**src/rtl/pe_operand_collector_if.sv**
```systemverilog
// ---------------------------------------------------------------------------
// pe_operand_collector_if
//   Bundles every handshake and bus signal of the operand collector. Clock
//   and reset are not in this bundle.
//
//   Instruction channel : inst_fn, inst_dest, inst_use_op3, inst_valid -> ;
//                         inst_ready <-
//   Operand channels    : opN_data, opN_valid -> ; opN_req <-   (N = 1..3)
//   Compute unit side   : cmp_operandN, cmp_operandN_v, cmp_operandN_req,
//                         cmp_fn <- ; cmp_result, cmp_done ->
//   Write-back channel  : wb_data, wb_dest, wb_valid <- ; wb_ready ->
//   Status              : busy <-
//
//   Modports
//     master : the collector itself (drives the "<-" signals above)
//     slave  : the environment (instruction source, operand sources,
//              compute unit and write-back consumer)
// ---------------------------------------------------------------------------
interface pe_operand_collector_if #(
  parameter int DATA_LEN   = 32,
  parameter int LOG_NUM_FN = 3,
  parameter int DEST_LEN   = 4
);
  logic [LOG_NUM_FN-1:0] inst_fn;
  logic [DEST_LEN-1:0]   inst_dest;
  logic                  inst_use_op3;
  logic                  inst_valid;
  logic                  inst_ready;

  logic [DATA_LEN-1:0]   op1_data, op2_data, op3_data;
  logic                  op1_valid, op2_valid, op3_valid;
  logic                  op1_req, op2_req, op3_req;

  logic [DATA_LEN-1:0]   cmp_operand1, cmp_operand2, cmp_operand3;
  logic                  cmp_operand1_v, cmp_operand2_v, cmp_operand3_v;
  logic                  cmp_operand1_req, cmp_operand2_req, cmp_operand3_req;
  logic [LOG_NUM_FN-1:0] cmp_fn;
  logic [DATA_LEN-1:0]   cmp_result;
  logic                  cmp_done;

  logic [DATA_LEN-1:0]   wb_data;
  logic [DEST_LEN-1:0]   wb_dest;
  logic                  wb_valid;
  logic                  wb_ready;

  logic                  busy;

  modport master (
    input  inst_fn, inst_dest, inst_use_op3, inst_valid,
    output inst_ready,
    input  op1_data, op2_data, op3_data, op1_valid, op2_valid, op3_valid,
    output op1_req, op2_req, op3_req,
    output cmp_operand1, cmp_operand2, cmp_operand3,
    output cmp_operand1_v, cmp_operand2_v, cmp_operand3_v,
    output cmp_operand1_req, cmp_operand2_req, cmp_operand3_req,
    output cmp_fn,
    input  cmp_result, cmp_done,
    output wb_data, wb_dest, wb_valid,
    input  wb_ready,
    output busy
  );

  modport slave (
    output inst_fn, inst_dest, inst_use_op3, inst_valid,
    input  inst_ready,
    output op1_data, op2_data, op3_data, op1_valid, op2_valid, op3_valid,
    input  op1_req, op2_req, op3_req,
    input  cmp_operand1, cmp_operand2, cmp_operand3,
    input  cmp_operand1_v, cmp_operand2_v, cmp_operand3_v,
    input  cmp_operand1_req, cmp_operand2_req, cmp_operand3_req,
    input  cmp_fn,
    output cmp_result, cmp_done,
    input  wb_data, wb_dest, wb_valid,
    output wb_ready,
    input  busy
  );
endinterface

```
**src/rtl/pe_operand_collector.sv**
```systemverilog
// ---------------------------------------------------------------------------
// pe_operand_collector
//   Issue-side front end of a PE compute unit. Accepts one instruction at a
//   time, collects its two or three operands in any order from independent
//   valid/req channels, presents them to the combinational compute unit,
//   registers the result and offers it on a write-back channel with
//   backpressure.
//
//   Ports
//     clk   : rising-edge clock
//     reset : asynchronous, active-low reset
//     bus   : pe_operand_collector_if.master (instruction, operand, compute
//             unit, write-back and busy signals)
//
//   inst_ready and opN_req are decoded from the state register; every other
//   output comes straight from a flop.
// ---------------------------------------------------------------------------
module pe_operand_collector #(
  parameter int DATA_LEN   = 32,
  parameter int LOG_NUM_FN = 3,
  parameter int DEST_LEN   = 4
) (
  input  logic                          clk,
  input  logic                          reset,
  pe_operand_collector_if.master        bus
);

  typedef enum logic [1:0] {IDLE, COLLECT, ISSUE, WB} state_t;

  state_t                state_q, state_d;
  logic [LOG_NUM_FN-1:0] fn_q, fn_d;
  logic [DEST_LEN-1:0]   dest_q, dest_d;
  logic                  use_op3_q, use_op3_d;
  logic [2:0]            got_q, got_d;

  logic [2:0]            need;
  logic [2:0]            op_valid;
  logic [2:0]            op_req;
  logic [2:0]            cap;
  logic [DATA_LEN-1:0]   op_data  [3];
  logic [DATA_LEN-1:0]   op_q     [3];
  logic [DATA_LEN-1:0]   op_d     [3];
  logic [DATA_LEN-1:0]   cmp_op_q [3];

  logic [2:0]            cmp_v_q, cmp_r_q;
  logic [LOG_NUM_FN-1:0] cmp_fn_q;
  logic [DATA_LEN-1:0]   wb_data_q;
  logic [DEST_LEN-1:0]   wb_dest_q;
  logic                  wb_valid_q;
  logic                  busy_q;
  logic                  enter_issue;

  // Channel signals gathered into index-able vectors (bit 0 = operand 1).
  assign op_valid   = {bus.op3_valid, bus.op2_valid, bus.op1_valid};
  assign op_data[0] = bus.op1_data;
  assign op_data[1] = bus.op2_data;
  assign op_data[2] = bus.op3_data;

  assign need   = {use_op3_q, 2'b11};
  // Request only what is still missing, and only while collecting.
  assign op_req = (state_q == COLLECT) ? (need & ~got_q) : 3'b000;
  assign cap    = op_req & op_valid;

  assign enter_issue = (state_q == COLLECT) && (state_d == ISSUE);

  // -------------------------------------------------------------------------
  // Next-state logic
  // -------------------------------------------------------------------------
  always_comb begin
    state_d   = state_q;
    fn_d      = fn_q;
    dest_d    = dest_q;
    use_op3_d = use_op3_q;
    got_d     = got_q;
    case (state_q)
      IDLE: begin
        if (bus.inst_valid) begin
          fn_d      = bus.inst_fn;
          dest_d    = bus.inst_dest;
          use_op3_d = bus.inst_use_op3;
          got_d     = 3'b000;
          state_d   = COLLECT;
        end
      end
      COLLECT: begin
        got_d = got_q | cap;
        // Move on in the cycle the last missing operand lands.
        if ((got_d & need) == need) begin
          state_d = ISSUE;
        end
      end
      ISSUE: begin
        if (bus.cmp_done) begin
          state_d = WB;
        end
      end
      WB: begin
        // wb_valid is always high in WB, so wb_ready alone completes it.
        if (bus.wb_ready) begin
          state_d = IDLE;
        end
      end
      default: state_d = IDLE;
    endcase
  end

  // -------------------------------------------------------------------------
  // Control and output registers
  // -------------------------------------------------------------------------
  always_ff @(posedge clk or negedge reset) begin
    if (!reset) begin
      state_q    <= IDLE;
      fn_q       <= '0;
      dest_q     <= '0;
      use_op3_q  <= 1'b0;
      got_q      <= 3'b000;
      cmp_v_q    <= 3'b000;
      cmp_r_q    <= 3'b000;
      cmp_fn_q   <= '0;
      wb_data_q  <= '0;
      wb_dest_q  <= '0;
      wb_valid_q <= 1'b0;
      busy_q     <= 1'b0;
    end else begin
      state_q    <= state_d;
      fn_q       <= fn_d;
      dest_q     <= dest_d;
      use_op3_q  <= use_op3_d;
      got_q      <= got_d;
      // Strobes are high exactly while the next state is ISSUE.
      cmp_v_q    <= (state_d == ISSUE) ? got_d : 3'b000;
      cmp_r_q    <= (state_d == ISSUE) ? need  : 3'b000;
      if (enter_issue) begin
        cmp_fn_q <= fn_q;
      end
      if ((state_q == ISSUE) && bus.cmp_done) begin
        wb_data_q <= bus.cmp_result;
        wb_dest_q <= dest_q;
      end
      wb_valid_q <= (state_d == WB);
      busy_q     <= (state_d != IDLE);
    end
  end

  // -------------------------------------------------------------------------
  // Per-channel operand latches and compute-unit operand registers.
  // cmp_operandN is loaded on entry to ISSUE from op_d so an operand captured
  // in that same cycle is already included; it then holds until the next
  // issue.
  // -------------------------------------------------------------------------
  for (genvar gi = 0; gi < 3; gi++) begin : g_chan
    assign op_d[gi] = cap[gi] ? op_data[gi] : op_q[gi];

    always_ff @(posedge clk or negedge reset) begin
      if (!reset) begin
        op_q[gi]     <= '0;
        cmp_op_q[gi] <= '0;
      end else begin
        op_q[gi] <= op_d[gi];
        if (enter_issue) begin
          cmp_op_q[gi] <= op_d[gi];
        end
      end
    end
  end

  // -------------------------------------------------------------------------
  // Output mapping
  // -------------------------------------------------------------------------
  assign bus.inst_ready       = (state_q == IDLE);
  assign bus.op1_req          = op_req[0];
  assign bus.op2_req          = op_req[1];
  assign bus.op3_req          = op_req[2];
  assign bus.cmp_operand1     = cmp_op_q[0];
  assign bus.cmp_operand2     = cmp_op_q[1];
  assign bus.cmp_operand3     = cmp_op_q[2];
  assign bus.cmp_operand1_v   = cmp_v_q[0];
  assign bus.cmp_operand2_v   = cmp_v_q[1];
  assign bus.cmp_operand3_v   = cmp_v_q[2];
  assign bus.cmp_operand1_req = cmp_r_q[0];
  assign bus.cmp_operand2_req = cmp_r_q[1];
  assign bus.cmp_operand3_req = cmp_r_q[2];
  assign bus.cmp_fn           = cmp_fn_q;
  assign bus.wb_data          = wb_data_q;
  assign bus.wb_dest          = wb_dest_q;
  assign bus.wb_valid         = wb_valid_q;
  assign bus.busy             = busy_q;

endmodule

```
**src/flat_wrapper.sv**
```systemverilog
// flat-port wrapper written by rule: the top's interface ports become plain ports
module pe_operand_collector_flat 
#(
  parameter int DATA_LEN   = 32,
  parameter int LOG_NUM_FN = 3,
  parameter int DEST_LEN   = 4
)
  (clk, reset, bus_inst_fn, bus_inst_dest, bus_inst_use_op3, bus_inst_valid, bus_inst_ready, bus_op1_data, bus_op2_data, bus_op3_data, bus_op1_valid, bus_op2_valid, bus_op3_valid, bus_op1_req, bus_op2_req, bus_op3_req, bus_cmp_operand1, bus_cmp_operand2, bus_cmp_operand3, bus_cmp_operand1_v, bus_cmp_operand2_v, bus_cmp_operand3_v, bus_cmp_operand1_req, bus_cmp_operand2_req, bus_cmp_operand3_req, bus_cmp_fn, bus_cmp_result, bus_cmp_done, bus_wb_data, bus_wb_dest, bus_wb_valid, bus_wb_ready, bus_busy);
  pe_operand_collector_if #(.DATA_LEN(DATA_LEN), .LOG_NUM_FN(LOG_NUM_FN), .DEST_LEN(DEST_LEN)) bus_i ();
  input  logic clk;
  input  logic reset;
  input wire logic [$bits(bus_i.inst_fn)-1:0] bus_inst_fn;
  input wire logic [$bits(bus_i.inst_dest)-1:0] bus_inst_dest;
  input wire logic [$bits(bus_i.inst_use_op3)-1:0] bus_inst_use_op3;
  input wire logic [$bits(bus_i.inst_valid)-1:0] bus_inst_valid;
  output wire logic [$bits(bus_i.inst_ready)-1:0] bus_inst_ready;
  input wire logic [$bits(bus_i.op1_data)-1:0] bus_op1_data;
  input wire logic [$bits(bus_i.op2_data)-1:0] bus_op2_data;
  input wire logic [$bits(bus_i.op3_data)-1:0] bus_op3_data;
  input wire logic [$bits(bus_i.op1_valid)-1:0] bus_op1_valid;
  input wire logic [$bits(bus_i.op2_valid)-1:0] bus_op2_valid;
  input wire logic [$bits(bus_i.op3_valid)-1:0] bus_op3_valid;
  output wire logic [$bits(bus_i.op1_req)-1:0] bus_op1_req;
  output wire logic [$bits(bus_i.op2_req)-1:0] bus_op2_req;
  output wire logic [$bits(bus_i.op3_req)-1:0] bus_op3_req;
  output wire logic [$bits(bus_i.cmp_operand1)-1:0] bus_cmp_operand1;
  output wire logic [$bits(bus_i.cmp_operand2)-1:0] bus_cmp_operand2;
  output wire logic [$bits(bus_i.cmp_operand3)-1:0] bus_cmp_operand3;
  output wire logic [$bits(bus_i.cmp_operand1_v)-1:0] bus_cmp_operand1_v;
  output wire logic [$bits(bus_i.cmp_operand2_v)-1:0] bus_cmp_operand2_v;
  output wire logic [$bits(bus_i.cmp_operand3_v)-1:0] bus_cmp_operand3_v;
  output wire logic [$bits(bus_i.cmp_operand1_req)-1:0] bus_cmp_operand1_req;
  output wire logic [$bits(bus_i.cmp_operand2_req)-1:0] bus_cmp_operand2_req;
  output wire logic [$bits(bus_i.cmp_operand3_req)-1:0] bus_cmp_operand3_req;
  output wire logic [$bits(bus_i.cmp_fn)-1:0] bus_cmp_fn;
  input wire logic [$bits(bus_i.cmp_result)-1:0] bus_cmp_result;
  input wire logic [$bits(bus_i.cmp_done)-1:0] bus_cmp_done;
  output wire logic [$bits(bus_i.wb_data)-1:0] bus_wb_data;
  output wire logic [$bits(bus_i.wb_dest)-1:0] bus_wb_dest;
  output wire logic [$bits(bus_i.wb_valid)-1:0] bus_wb_valid;
  input wire logic [$bits(bus_i.wb_ready)-1:0] bus_wb_ready;
  output wire logic [$bits(bus_i.busy)-1:0] bus_busy;
  assign bus_i.inst_fn = bus_inst_fn;
  assign bus_i.inst_dest = bus_inst_dest;
  assign bus_i.inst_use_op3 = bus_inst_use_op3;
  assign bus_i.inst_valid = bus_inst_valid;
  assign bus_inst_ready = bus_i.inst_ready;
  assign bus_i.op1_data = bus_op1_data;
  assign bus_i.op2_data = bus_op2_data;
  assign bus_i.op3_data = bus_op3_data;
  assign bus_i.op1_valid = bus_op1_valid;
  assign bus_i.op2_valid = bus_op2_valid;
  assign bus_i.op3_valid = bus_op3_valid;
  assign bus_op1_req = bus_i.op1_req;
  assign bus_op2_req = bus_i.op2_req;
  assign bus_op3_req = bus_i.op3_req;
  assign bus_cmp_operand1 = bus_i.cmp_operand1;
  assign bus_cmp_operand2 = bus_i.cmp_operand2;
  assign bus_cmp_operand3 = bus_i.cmp_operand3;
  assign bus_cmp_operand1_v = bus_i.cmp_operand1_v;
  assign bus_cmp_operand2_v = bus_i.cmp_operand2_v;
  assign bus_cmp_operand3_v = bus_i.cmp_operand3_v;
  assign bus_cmp_operand1_req = bus_i.cmp_operand1_req;
  assign bus_cmp_operand2_req = bus_i.cmp_operand2_req;
  assign bus_cmp_operand3_req = bus_i.cmp_operand3_req;
  assign bus_cmp_fn = bus_i.cmp_fn;
  assign bus_i.cmp_result = bus_cmp_result;
  assign bus_i.cmp_done = bus_cmp_done;
  assign bus_wb_data = bus_i.wb_data;
  assign bus_wb_dest = bus_i.wb_dest;
  assign bus_wb_valid = bus_i.wb_valid;
  assign bus_i.wb_ready = bus_wb_ready;
  assign bus_busy = bus_i.busy;
  pe_operand_collector #(.DATA_LEN(DATA_LEN), .LOG_NUM_FN(LOG_NUM_FN), .DEST_LEN(DEST_LEN)) u_core (.clk(clk), .reset(reset), .bus(bus_i));
endmodule
```
**config.mk**
```make
export PLATFORM = sky130hd
export DESIGN_NAME = pe_operand_collector_flat
export DESIGN_NICKNAME = d
export VERILOG_FILES = /design/src/rtl/pe_operand_collector_if.sv /design/src/rtl/pe_operand_collector.sv /design/src/flat_wrapper.sv
export SDC_FILE = /design/constraint.sdc
export NUM_CORES = 1
export LEC_CHECK = 0
export BUFFER_PORTS_ARGS = -buffer_cell sky130_fd_sc_hd__buf_2
export CORE_MARGIN = 8
export CORE_UTILIZATION = 25
export DETAILED_ROUTE_END_ITERATION = 8
export HOLD_SLACK_MARGIN = 0.15
export PLACE_DENSITY = 0.49
export SETUP_SLACK_MARGIN = 0.5
export SLEW_MARGIN = 40
export SYNTH_ARGS = -nofsm -noshare
export SYNTH_HDL_FRONTEND = slang
export SYNTH_SLANG_ARGS = --single-unit
```
**constraint.sdc**
```tcl
create_clock -name clk -period 1.8 [get_ports clk]
set_input_delay 0.18 -clock clk [delete_from_list [all_inputs] [get_ports clk]]
set_output_delay 0.18 -clock clk [all_outputs]
set_load 0.02 [all_outputs]
```
# [Word-level counts from Yosys, hierarchy flattened]
# Cells that the tools add are included.
[word_totals] regBits=252 latch_bits=0 mem_bits_rw=0 rom_bits=0 in_bits=144 word_cells=47 memories=0
[op_classes] addsub=0 mul=0 div=0 order_cmp=0 n_eq_ne=6 shift=0 mux=13 bitwise=5 n_reduce_logical=5
[ops] cell="$mux 32" count=3
[ops] cell="$mux 3" count=4
[ops] cell="$and 3x3->3" count=3
[ops] cell="$eq 2x2->1 const B" count=4
[ops] cell="$mux 2" count=4
[ops] cell="$pmux 2 s4" count=1
[ops] cell="$pmux 3 s2" count=1
[ops] cell="$eq 3x3->1" count=1
[ops] cell="$not 3->3" count=1
[ops] cell="$or 3x3->3" count=1
[ops] cell="$eq 2x1->1 const B" count=1
[ops] cell="$logic_and 1x1->1" count=2
[ops] cell="$logic_not 2->1" count=1
[ops] cell="$reduce_and 2->1" count=1
[ops] cell="$reduce_bool 2->1" count=1

# [Longest topological paths before layout]
# Gate-level depths: netlist of run 1.
[depth] ltp_word=11 ltp_mapped=6

# [Worst setup path after synthesis of run 1]
# No wires, ideal clock.
[synth_timing] kind="flip-flop to flip-flop" startpoint="register u_core.state_q[1]" endpoint="register u_core.cmp_op_q, in the netlist u_core.bus.cmp_operand1[1]" setup_time_ns=0.125 arrival_ns=1.648 required_time_ns=1.675 slack_ns=0.027 path_stages_with_launch=7 n_path_buf=3 period_less_slack_ns=1.773 cell_sequence="dfrtp_1 -> buf_6 -> nor4bb_1 -> buf_4 -> buf_12 -> mux2_4 -> mux2_4"
[synth_lines] item="from (decl)" line_no="pe_operand_collector.sv:30" rtl="state_t state_q, state_d;"
[synth_lines] item="from (signal assigned)" line_no="pe_operand_collector.sv:125" rtl="state_q <= state_d;"
[synth_lines] item="to (signal, indexed assignment)" line_no="pe_operand_collector.sv:161" rtl="cmp_op_q[gi] <= op_d[gi];"
[synth_lines] item="to (decl)" line_no="pe_operand_collector.sv:43" rtl="logic [DATA_LEN-1:0] cmp_op_q [3];"

==> flow_summary_export.csv, run 1 <==
group,metric,value,unit
synthesis,syn_inst,607,
synthesis,syn_area_per_cell,16.7,um2
timing,fmax,543,MHz
cts,h-tree-depth,1,
synthesis,seq_area_frac_synth,0.621,
timing,period_needed,1840,ps
timing,setup_tns,-643,ps
critical_path,critPathSlowestCell,"dfrtp_1",
routing,wl_per_cell,19.0,um
timing,finalHoldViolations,0,
critical_path,worstSetupPathType,"flip-flop to flip-flop",
status,status,"complete, but fails checks",
critical_path,path_max_fanout,8,
timing,worst_slack,-41.9,ps
timing,post-route-period-util,1.02,
synthesis,synthArstFlopShare,1.00,
pwr,powerDensity,1870,nW/um2
layout,nets,1344,
synthesis,ys_top_cells_by_count,"dfrtp_1 (251), mux2_2 (113), mux2_4 (90)",
critical_path,worst_path_dominant_cell_family,"multiplexers",
pwr,power,33.9,mW
cts,clkSinkCount,251,
synthesis,ys_ff_latch,251,
global_routing,grt_usage,0.126,
timing,slew_violations,0,
critical_path,path_cells,"nor4bb_4, buf_6, clkbuf_16, mux2_4, mux2_4",
routing,drt-initial-drc-count,288,
critical_path,endpoint,"u_core.bus.cmp_operand2[4]",
synthesis,synth_edf_count,0,
cts,cts_tree,"built",
critical_path,rr_worst_depth,5,
floorplanning,num_rows,73,
placed_design,routabilityCongestion,0.697,
synthesis,syn-cell-area,10100,um2
cts,cts_buffers,29,
floorplanning,die_w,217,um
timing,setup_viol,49,
run,maxCapViolations,0,
global_routing,grt_overflow_total,0,
min_path,hold_class,"primary input to async pin",
critical_path,cp.required,2220,ps
placed_design,portBuffers,290,
synthesis,synth_area_leaders,"dfrtp_1 (62%), mux2_4 (13%), mux2_2 (13%)",
layout,drive_above_1_share,0.631,
synthesis,netlist-cell-type-count,35,
synthesis,syn_nets,751,
placed_design,dpl_worst_slack,-41.0,ps
critical_path,crit_top_cell,"mux2_4",
cts,clk_latency,550,ps
cts,clockBufferDepth,3,
global_routing,grt_max_degree,59,
cts,path_clk_slew,60,ps
synthesis,yosysMostFrequentCell,"dfrtp_1",
layout,multi_input_area,4470,um2
critical_path,critical-path-max-stage-delay,420,ps
layout,syn_to_final_growth,79.2,%
floorplanning,die_y,217,um
timing,clock-skew-final,14.4,ps
critical_path,crit_path_end_kind,"flip-flop",
status,violations,"setup timing",
floorplanning,io-pin-count,291,
timing,tightest_slew,385,ps
critical_path,regToRegSetupSlack,-40,ps
critical_path,cp_num_cells,5,
routing,vias_per_cell,4.25,
placed_design,place_area,12800,um2
critical_path,startpoint,"u_core.got_q[1]",
placed_design,place_hpwl,18900,um
global_routing,grt_pass1_wl,47600,um
pwr,p_leak,8.66,nW
synthesis,ys.flop_type,"dfrtp_1",
routing,drcViolationCount,0,
timing,rsz0062_at_grt,"yes",
critical_path,worst-path-buf-inv,2,
critical_path,cp.arrival,2260,ps
layout,nFillCells,3452,
layout,seqCellArea,6280,um2
critical_path,rr_startpoint,"u_core.got_q[1]",
global_routing,antenna_found_initial,5,
floorplanning,initial_utilization,0.254,
timing,slew-limit-headroom,0.744,
global_routing,grt_pass1_vias,8002,
routing,first_pass_iters,4,
layout,stdcell_area,18100,um2
routing,drt-total-wl,33200,um
routing,ant_nets,0,
routing,vias,7421,
floorplanning,dieArea,47200,um2
synthesis,synth_top_area_share,0.621,
pwr,vdd_drop_max,1300,uV
critical_path,crit_path_start_kind,"flip-flop",
cts,cts-root-buf,"clkbuf_16",
critical_path,r2r_end,"u_core.bus.cmp_operand2[4]",
synthesis,synth_area_leader_cell,"dfrtp_1",
synthesis,ys_warn_count,0,
floorplanning,core_area,39800,um2
## state kept, by name, summed over array words and instances, names as in the netlist
register,count
u_core.dest_q,4
u_core.op_q,96
u_core.got_q,3
u_core.cmp_r_q,2
u_core.bus.wb_dest,4
u_core.bus.cmp_operand3,32
u_core.use_op3_q,1
u_core.bus.cmp_operand1,32
u_core.bus.wb_valid,1
u_core.bus.busy,1
u_core.bus.cmp_operand2,32
u_core.fn_q,3
u_core.bus.wb_data,32
u_core.state_q,2
u_core.bus.cmp_fn,3
u_core.cmp_v_q,3
## metrics by stage
step                hold slack [ps]  utilization  instances
floorplan                      -116            -        607
global placement                118        0.321       1421
detailed placement              119        0.321       1421
CTS                             119        0.404       1644
global route                    155        0.455       1745
finish                          140        0.455       1745
## repair_timing
action | in CTS | in global routing
setup endpoints to repair | 354 | 395
resized for setup | 104 | 333
endpoints found under the hold margin | 494 | 0
gates cloned | 12 | 6
hold buffers | 143 | 0
setup buffers | 19 | 93
pin swaps | 10 | 14
## power breakdown
group / total, mW / internal, mW / switching (mW)
Sequential: 10.3 / 8.46 / 1.80
Clock: 5.77 / 3.48 / 2.29
Combinational: 17.9 / 10.9 / 7.07
Total: 33.9 / 22.8 / 11.2
## area by class of cell
type / count / area share
multi-input cells: 313 / 0.247
inverters: 2 / 0.000414
diodes: 2 / 0.000276
clock buffers: 47 / 0.0493
clock inverters: 2 / 0.00193
repair buffers: 603 / 0.319
flip-flops and latches: 251 / 0.347
well taps: 525 / 0.0362
## routing by layer
layer,global-route usage,up-vias,share of wire
li1,-,3391,-
met1,0.165,3779,0.44
met2,0.201,202,0.48
met3,0.0379,45,0.062
met4,0.0284,4,0.021
met5,0,-,0.00066
## how the worst min path moves through the flow
stage,endpoint,cells past startpoint
after floorplan,u_core.bus.busy,0
after global placement,u_core.bus.wb_data[7],1
after detailed placement,u_core.bus.wb_data[12],1
after CTS,u_core.bus.wb_data[12],2
after global routing,u_core.bus.wb_data[12],2
final,u_core.bus.wb_data[1],2
## placed cells by master (no fill, tap or decap), types with 3 or more instances in the layout
| cell type | count |
|---|---|
| buf_8 | 3 |
| nor2_4 | 4 |
| buf_4 | 113 |
| buf_6 | 152 |
| a22oi_1 | 32 |
| nor3b_2 | 3 |
| mux2_2 | 4 |
| buf_12 | 24 |
| dfrtp_2 | 3 |
| clkbuf_8 | 10 |
| dlygate4sd3_1 | 143 |
| buf_2 | 149 |
| mux2_4 | 203 |
| buf_16 | 13 |
| dfrtp_1 | 248 |
| clkbuf_1 | 8 |
| o2bb2ai_4 | 16 |
| clkbuf_16 | 34 |
| o2bb2ai_2 | 16 |
| nand2b_4 | 4 |
| nor2_1 | 5 |
## cells by family after synthesis
logic type / Yosys count / synth area share
and+or+nand+nor: 31 / 0.0215
AOI/OAI and AO/OA: 75 / 0.0586
muxes: 207 / 0.264
DFF: 251 / 0.621
buffers and inverters: 43 / 0.0355
No activity file was read; power rests on OpenSTA's default activity.
==> inputs of run 2 (changes only) <==
--- a/config.mk
+++ b/config.mk
@@ -6,6 +6,7 @@
 export NUM_CORES = 1
 export LEC_CHECK = 0
 export BUFFER_PORTS_ARGS = -buffer_cell sky130_fd_sc_hd__buf_2
+export CORE_ASPECT_RATIO = 0.6
 export CORE_MARGIN = 8
 export CORE_UTILIZATION = 25
 export DETAILED_ROUTE_END_ITERATION = 8
==> run 2 against run 1 <==
Against the previous run:
- the flow still finishes with violations (setup timing)
- sequential power about the same
- design area decreased by 0.15%
- fmax increased by 0.15%
- critical path depth unchanged
- first-iteration DRC count decreased by 0.69%
- die area increased by 0.45%
- register-to-register slack about the same
- hold slack improved by 10 ps
- non-clock buffer count increased by 18
- clock skew increased by 5.1 ps
- critical endpoint is now bus_op2_req
==> flow_summary_export.csv, run 2 (synthesized netlist as in run 1, its figures left out) <==
group,metric,value,unit
status,status,"complete, but fails checks",
status,violations,"setup timing",
timing,worst_slack,-39.2,ps
placed_design,place_hpwl,20000,um
critical_path,cp.required,1620,ps
cts,cts-root-buf,"clkbuf_16",
placed_design,dp.cells,1438,
min_path,hold_class,"primary input to async pin",
global_routing,grt_overflow_total,0,
critical_path,path_max_fanout,6,
cts,h-tree-depth,1,
cts,cts_tree,"built",
floorplanning,initial_utilization,0.252,
global_routing,grt_pass1_wl,48500,um
layout,final_common_cell,"dfrtp_1",
routing,vias,7419,
timing,slew-limit-headroom,0.697,
critical_path,worstSetupPathType,"flip-flop to output port",
cts,clkSinkCount,251,
timing,fmax,544,MHz
timing,rsz0062_at_grt,"yes",
critical_path,cp.arrival,1660,ps
timing,tightest_slew,454,ps
routing,drt-initial-drc-count,286,
global_routing,grt_pass1_vias,8101,
global_routing,grt_usage,0.130,
layout,nets,1360,
placed_design,routabilityCongestion,0.740,
floorplanning,die_y,172,um
run,maxCapViolations,0,
routing,ant_nets,0,
routing,vias_per_cell,4.20,
global_routing,antenna_found_initial,2,
pwr,powerDensity,1870,nW/um2
layout,largest_reg_flops,96,
routing,wl_per_cell,19.0,um
layout,syn_to_final_growth,78.9,%
timing,finalHoldViolations,0,
layout,final_cell_mix,"dfrtp_1 (247), mux2_4 (203), buf_6 (153)",
floorplanning,io-pin-count,291,
timing,slew_violations,0,
global_routing,grt_max_degree,52,
critical_path,crit_path_start_kind,"flip-flop",
timing,post-route-period-util,1.02,
routing,first_pass_iters,4,
cts,clockBufferDepth,3,
routing,drt-total-wl,33500,um
pwr,power,33.9,mW
timing,period_needed,1840,ps
floorplanning,num_rows,57,
cts,clk_latency,550,ps
routing,drcViolationCount,0,
layout,final_cells,1765,
layout,top_register,"u_core.op_q",
cts,path_clk_slew,60,ps
layout,drive_above_1_share,0.642,
pwr,p_leak,8.66,nW
timing,setup_viol,51,
floorplanning,core_area,40200,um2
pwr,vdd_drop_max,837,uV
cts,cts_buffers,27,
timing,clock-skew-final,19.4,ps
critical_path,crit_path_end_kind,"output port",
floorplanning,dieArea,47400,um2
floorplanning,die_w,276,um
placed_design,portBuffers,290,
==> run 2: changes by cell type in the layout (fill, tap and decap cells not counted), moves of 2 or more <==
| cell | delta |
|---|---|
| clkbuf_1 | -5 |
| inv_6 | +2 |
| buf_2 | -2 |
| clkbuf_16 | -3 |
| o2bb2ai_2 | +4 |
| a21oi_4 | +2 |
| buf_4 | +25 |
| o2bb2ai_4 | -4 |
| buf_16 | -3 |
| a21oi_2 | -2 |
| clkinv_2 | +3 |
| clkbuf_8 | -3 |
==> run 2: cell type report <==
class / instances / area, um2
clock inverter: 9 / 105
clock buffer: 37 / 783
antenna: 1 / 2.50
timing repair buffer: 621 / 5810
multi-input combinational: 313 / 4450
inverter: 2 / 7.51
tap: 531 / 664
sequential: 251 / 6290
fill: 3560 / 22100
==> run 2: worst max-delay path: stages (launching register included) <==
cell	delay, ps
dfrtp_2	460
buf_6	140
nand2b_4	150
buf_8	140
nor2_4	90
buf_6	130
==> run 2: per-stage QoR <==
stage / hold WS (ps) / setup WS, ps / util / cell area [um2] / TNS, ps
detailed placement: 147 / -58.7 / 0.320 / 12900 / -2230
CTS: 145 / -73.9 / 0.410 / 16500 / -1550
global route: 172 / -115 / 0.450 / 18100 / -6910
floorplan: -116 / 40.1 / - / 10500 / 0
global placement: 141 / -26.2 / 0.320 / 12900 / -1020
finish: 151 / -39.2 / 0.450 / 18100 / -789
==> run 2: power breakdown <==
| group | switching (mW) | leakage [nW] | internal, mW |
|---|---|---|---|
| Clock | 2.35 | 0.440 | 3.31 |
| Combinational | 7.11 | 5.18 | 10.9 |
| Sequential | 1.78 | 3.04 | 8.45 |
==> run 2: worst paths after layout <==
check / from / to / slack [ps] / cells after the start
min in group clk: bus_op2_valid / u_core.state_q[0] / 230 / 5
min reg2reg: u_core.op_q[70] / u_core.op_q[70] / 490 / 1
max reg2reg: u_core.got_q[1] / u_core.bus.cmp_operand2[16] / -40 / 5
max: u_core.state_q[1] / bus_op2_req / -40 / 5
max in group asynchronous: reset / u_core.got_q[1] / 990 / 3
min: reset / u_core.bus.cmp_operand2[10] / 150 / 2
==> run 2: what timing repair did <==
action                                 in CTS  in global routing
setup buffers                              49                 73
setup endpoints to repair                 372                393
gates cloned                               10                  5
pin swaps                                   8                  9
resized for setup                         200                226
endpoints found under the hold margin     494                  0
hold buffers                              143                  0
==> run 2: per-layer routing <==
| metal | share of wire | up-vias | track usage |
|---|---|---|---|
| li1 | - | 3417 | - |
| met1 | 0.46 | 3778 | 0.180 |
| met2 | 0.47 | 170 | 0.208 |
| met3 | 0.045 | 54 | 0.0282 |
| met4 | 0.021 | 0 | 0.0290 |
| met5 | 0 | - | 0 |
==> inputs of run 3 (changes only) <==
--- a/config.mk
+++ b/config.mk
@@ -5,13 +5,14 @@
 export SDC_FILE = /design/constraint.sdc
 export NUM_CORES = 1
 export LEC_CHECK = 0
-export BUFFER_PORTS_ARGS = -buffer_cell sky130_fd_sc_hd__buf_2
 export CORE_ASPECT_RATIO = 0.6
 export CORE_MARGIN = 8
 export CORE_UTILIZATION = 25
+export CTS_CLUSTER_DIAMETER = 200
 export DETAILED_ROUTE_END_ITERATION = 8
+export DONT_BUFFER_PORTS = 1
 export HOLD_SLACK_MARGIN = 0.15
-export PLACE_DENSITY = 0.49
+export PLACE_DENSITY = 0.43
 export SETUP_SLACK_MARGIN = 0.5
 export SLEW_MARGIN = 40
 export SYNTH_ARGS = -nofsm -noshare
==> run 3 against run 2 <==
Against the previous run:
- the flow finishes with violations (hold timing, setup timing)
- global-route usage shrank 1.0 points
- final cell count shrank 22%
- flip-flop and latch count is the same
- first-iteration DRC count grew 1.7%
- fmax shrank 2.9%
- sequential power grew 23%
==> flow_summary_export.csv, run 3 (synthesized netlist as in run 1, its figures left out) <==
group,metric,value,unit
routing,wl_met1,13400,um
routing,vias_per_cell,4.42,
timing,post-route-period-util,1.05,
critical_path,rr_worst_depth,7,
global_routing,grt_max_degree,252,
layout,top_register,"u_core.op_q",
global_routing,antenna_found_initial,0,
placed_design,portBuffers,0,
timing,fmax,528,MHz
global_routing,grt_pass1_wl,43900,um
cts,h-tree-depth,1,
timing,finalHoldViolations,251,
layout,final_cell_mix,"dfrtp_1 (242), mux2_4 (206), dlygate4sd3_1 (142)",
global_routing,grt_pass1_vias,6816,
pwr,p_leak,6.73,nW
timing,slew-limit-headroom,0.753,
floorplanning,die_y,172,um
timing,period_needed,1890,ps
timing,slew_violations,0,
status,status,"complete, but fails checks",
layout,final_common_cell,"dfrtp_1",
critical_path,regToRegSetupSlack,-90,ps
floorplanning,num_rows,57,
layout,final_cells,1373,
cts,path_clk_slew,60,ps
routing,vias,6068,
cts,cts_tree,"built",
floorplanning,io-pin-count,291,
cts,clk_latency,540,ps
layout,drive_above_1_share,0.480,
timing,tightest_slew,369,ps
routing,dr_wl_met3,1790,um
placed_design,place_hpwl,18200,um
critical_path,worstSetupPathType,"flip-flop to flip-flop",
min_path,hold_class,"primary input to async pin",
global_routing,grt_overflow_total,0,
routing,drt-initial-drc-count,291,
critical_path,crit_path_start_kind,"flip-flop",
timing,setup_viol,99,
cts,cts-root-buf,"clkbuf_16",
timing,worst_slack,-94.9,ps
pwr,vdd_drop_max,746,uV
critical_path,startpoint,"u_core.state_q[1]",
routing,ant_nets,0,
routing,first_pass_iters,5,
floorplanning,dieArea,47400,um2
status,violations,"hold timing, setup timing",
critical_path,cp.arrival,2320,ps
critical_path,rr_startpoint,"u_core.state_q[1]",
critical_path,path_max_fanout,7,
layout,nets,967,
critical_path,cp.required,2230,ps
routing,drcViolationCount,0,
routing,top_layer_used,"met4",
routing,route.met2.wl,15600,um
cts,clockBufferDepth,3,
placed_design,dp.cells,1132,
timing,timing.hold.ws,-667,ps
floorplanning,initial_utilization,0.252,
cts,cts_buffers,27,
cts,clkSinkCount,251,
routing,wl_per_cell,23.1,um
timing,clock-skew-final,8.80,ps
routing,drt-total-wl,31700,um
layout,finish.utilization,0.375,
pwr,powerDensity,1940,nW/um2
floorplanning,die_w,276,um
floorplanning,core_area,40200,um2
run,maxCapViolations,0,
layout,syn_to_final_growth,48.9,%
layout,largest_reg_flops,96,
timing,rsz0062_at_grt,"yes",
global_routing,grt_usage,0.120,
placed_design,routabilityCongestion,0.771,
critical_path,crit_path_end_kind,"flip-flop",
run 3: critical path, stage by stage, from the launching register on:
cell and delay [ps]:
dfrtp_2 460, buf_6 140, nand2b_4 180, nor3_4 220, buf_6 130, buf_12 160
clkbuf_16 190, mux2_4 300
run 3: repair_timing:
| item | CTS | global route |
|---|---|---|
| pin swaps | 8 | 6 |
| gates resized for setup | 38 | 125 |
| endpoints found under the setup margin | 255 | 257 |
| cloned | 10 | 10 |
| setup buffers | 10 | 21 |
| endpoints found under the hold margin | 494 | 253 |
| hold buffers | 141 | 1 |
run 3: path summary, 6_finish.rpt:
kind                                                to
setup / recovery            u_core.bus.cmp_operand1[5]
hold / removal                         u_core.op_q[49]
setup reg to reg            u_core.bus.cmp_operand1[5]
hold reg to reg                        u_core.op_q[43]
max in group asynchronous  u_core.bus.cmp_operand3[17]
min in group clk                 u_core.bus.wb_data[2]
run 3: metal layers:
metal,GRT usage,vias to the layer above
met5,0,-
met4,0.0386,0
met3,0.0355,53
met2,0.199,150
met1,0.150,3232
li1,-,2633
run 3: stage by stage:
step / power [mW] / setup WS [ps] / instance area, um2 / TNS (ps)
2_1_floorplan: 18.1 / 40.1 / 10500 / 0
3_3_place_gp: 19.8 / -73.7 / 11200 / -1350
3_5_place_dp: 20.2 / -88.9 / 11200 / -2950
4_1_cts: 27.4 / -62.8 / 14000 / -2120
5_1_grt: 30.6 / -139 / 15100 / -9240
6_report: 29.2 / -94.9 / 15100 / -4450
run 3: area by class of cell:
cell class | instances | area (um2)
clock inverter | 13 | 171
tap | 531 | 664
multi-input combinational | 313 | 4410
antenna | 1 | 2.50
fill | 3705 | 25200
clock buffer | 34 | 752
inverter | 2 | 7.51
sequential | 251 | 6290
timing repair buffer | 228 | 2780
run 3: power by group:
group | switching (mW) | internal [mW]
Combinational | 3.86 | 6.98
Sequential | 4.06 | 8.43
Clock | 2.35 | 3.51
Total | 10.3 | 18.9
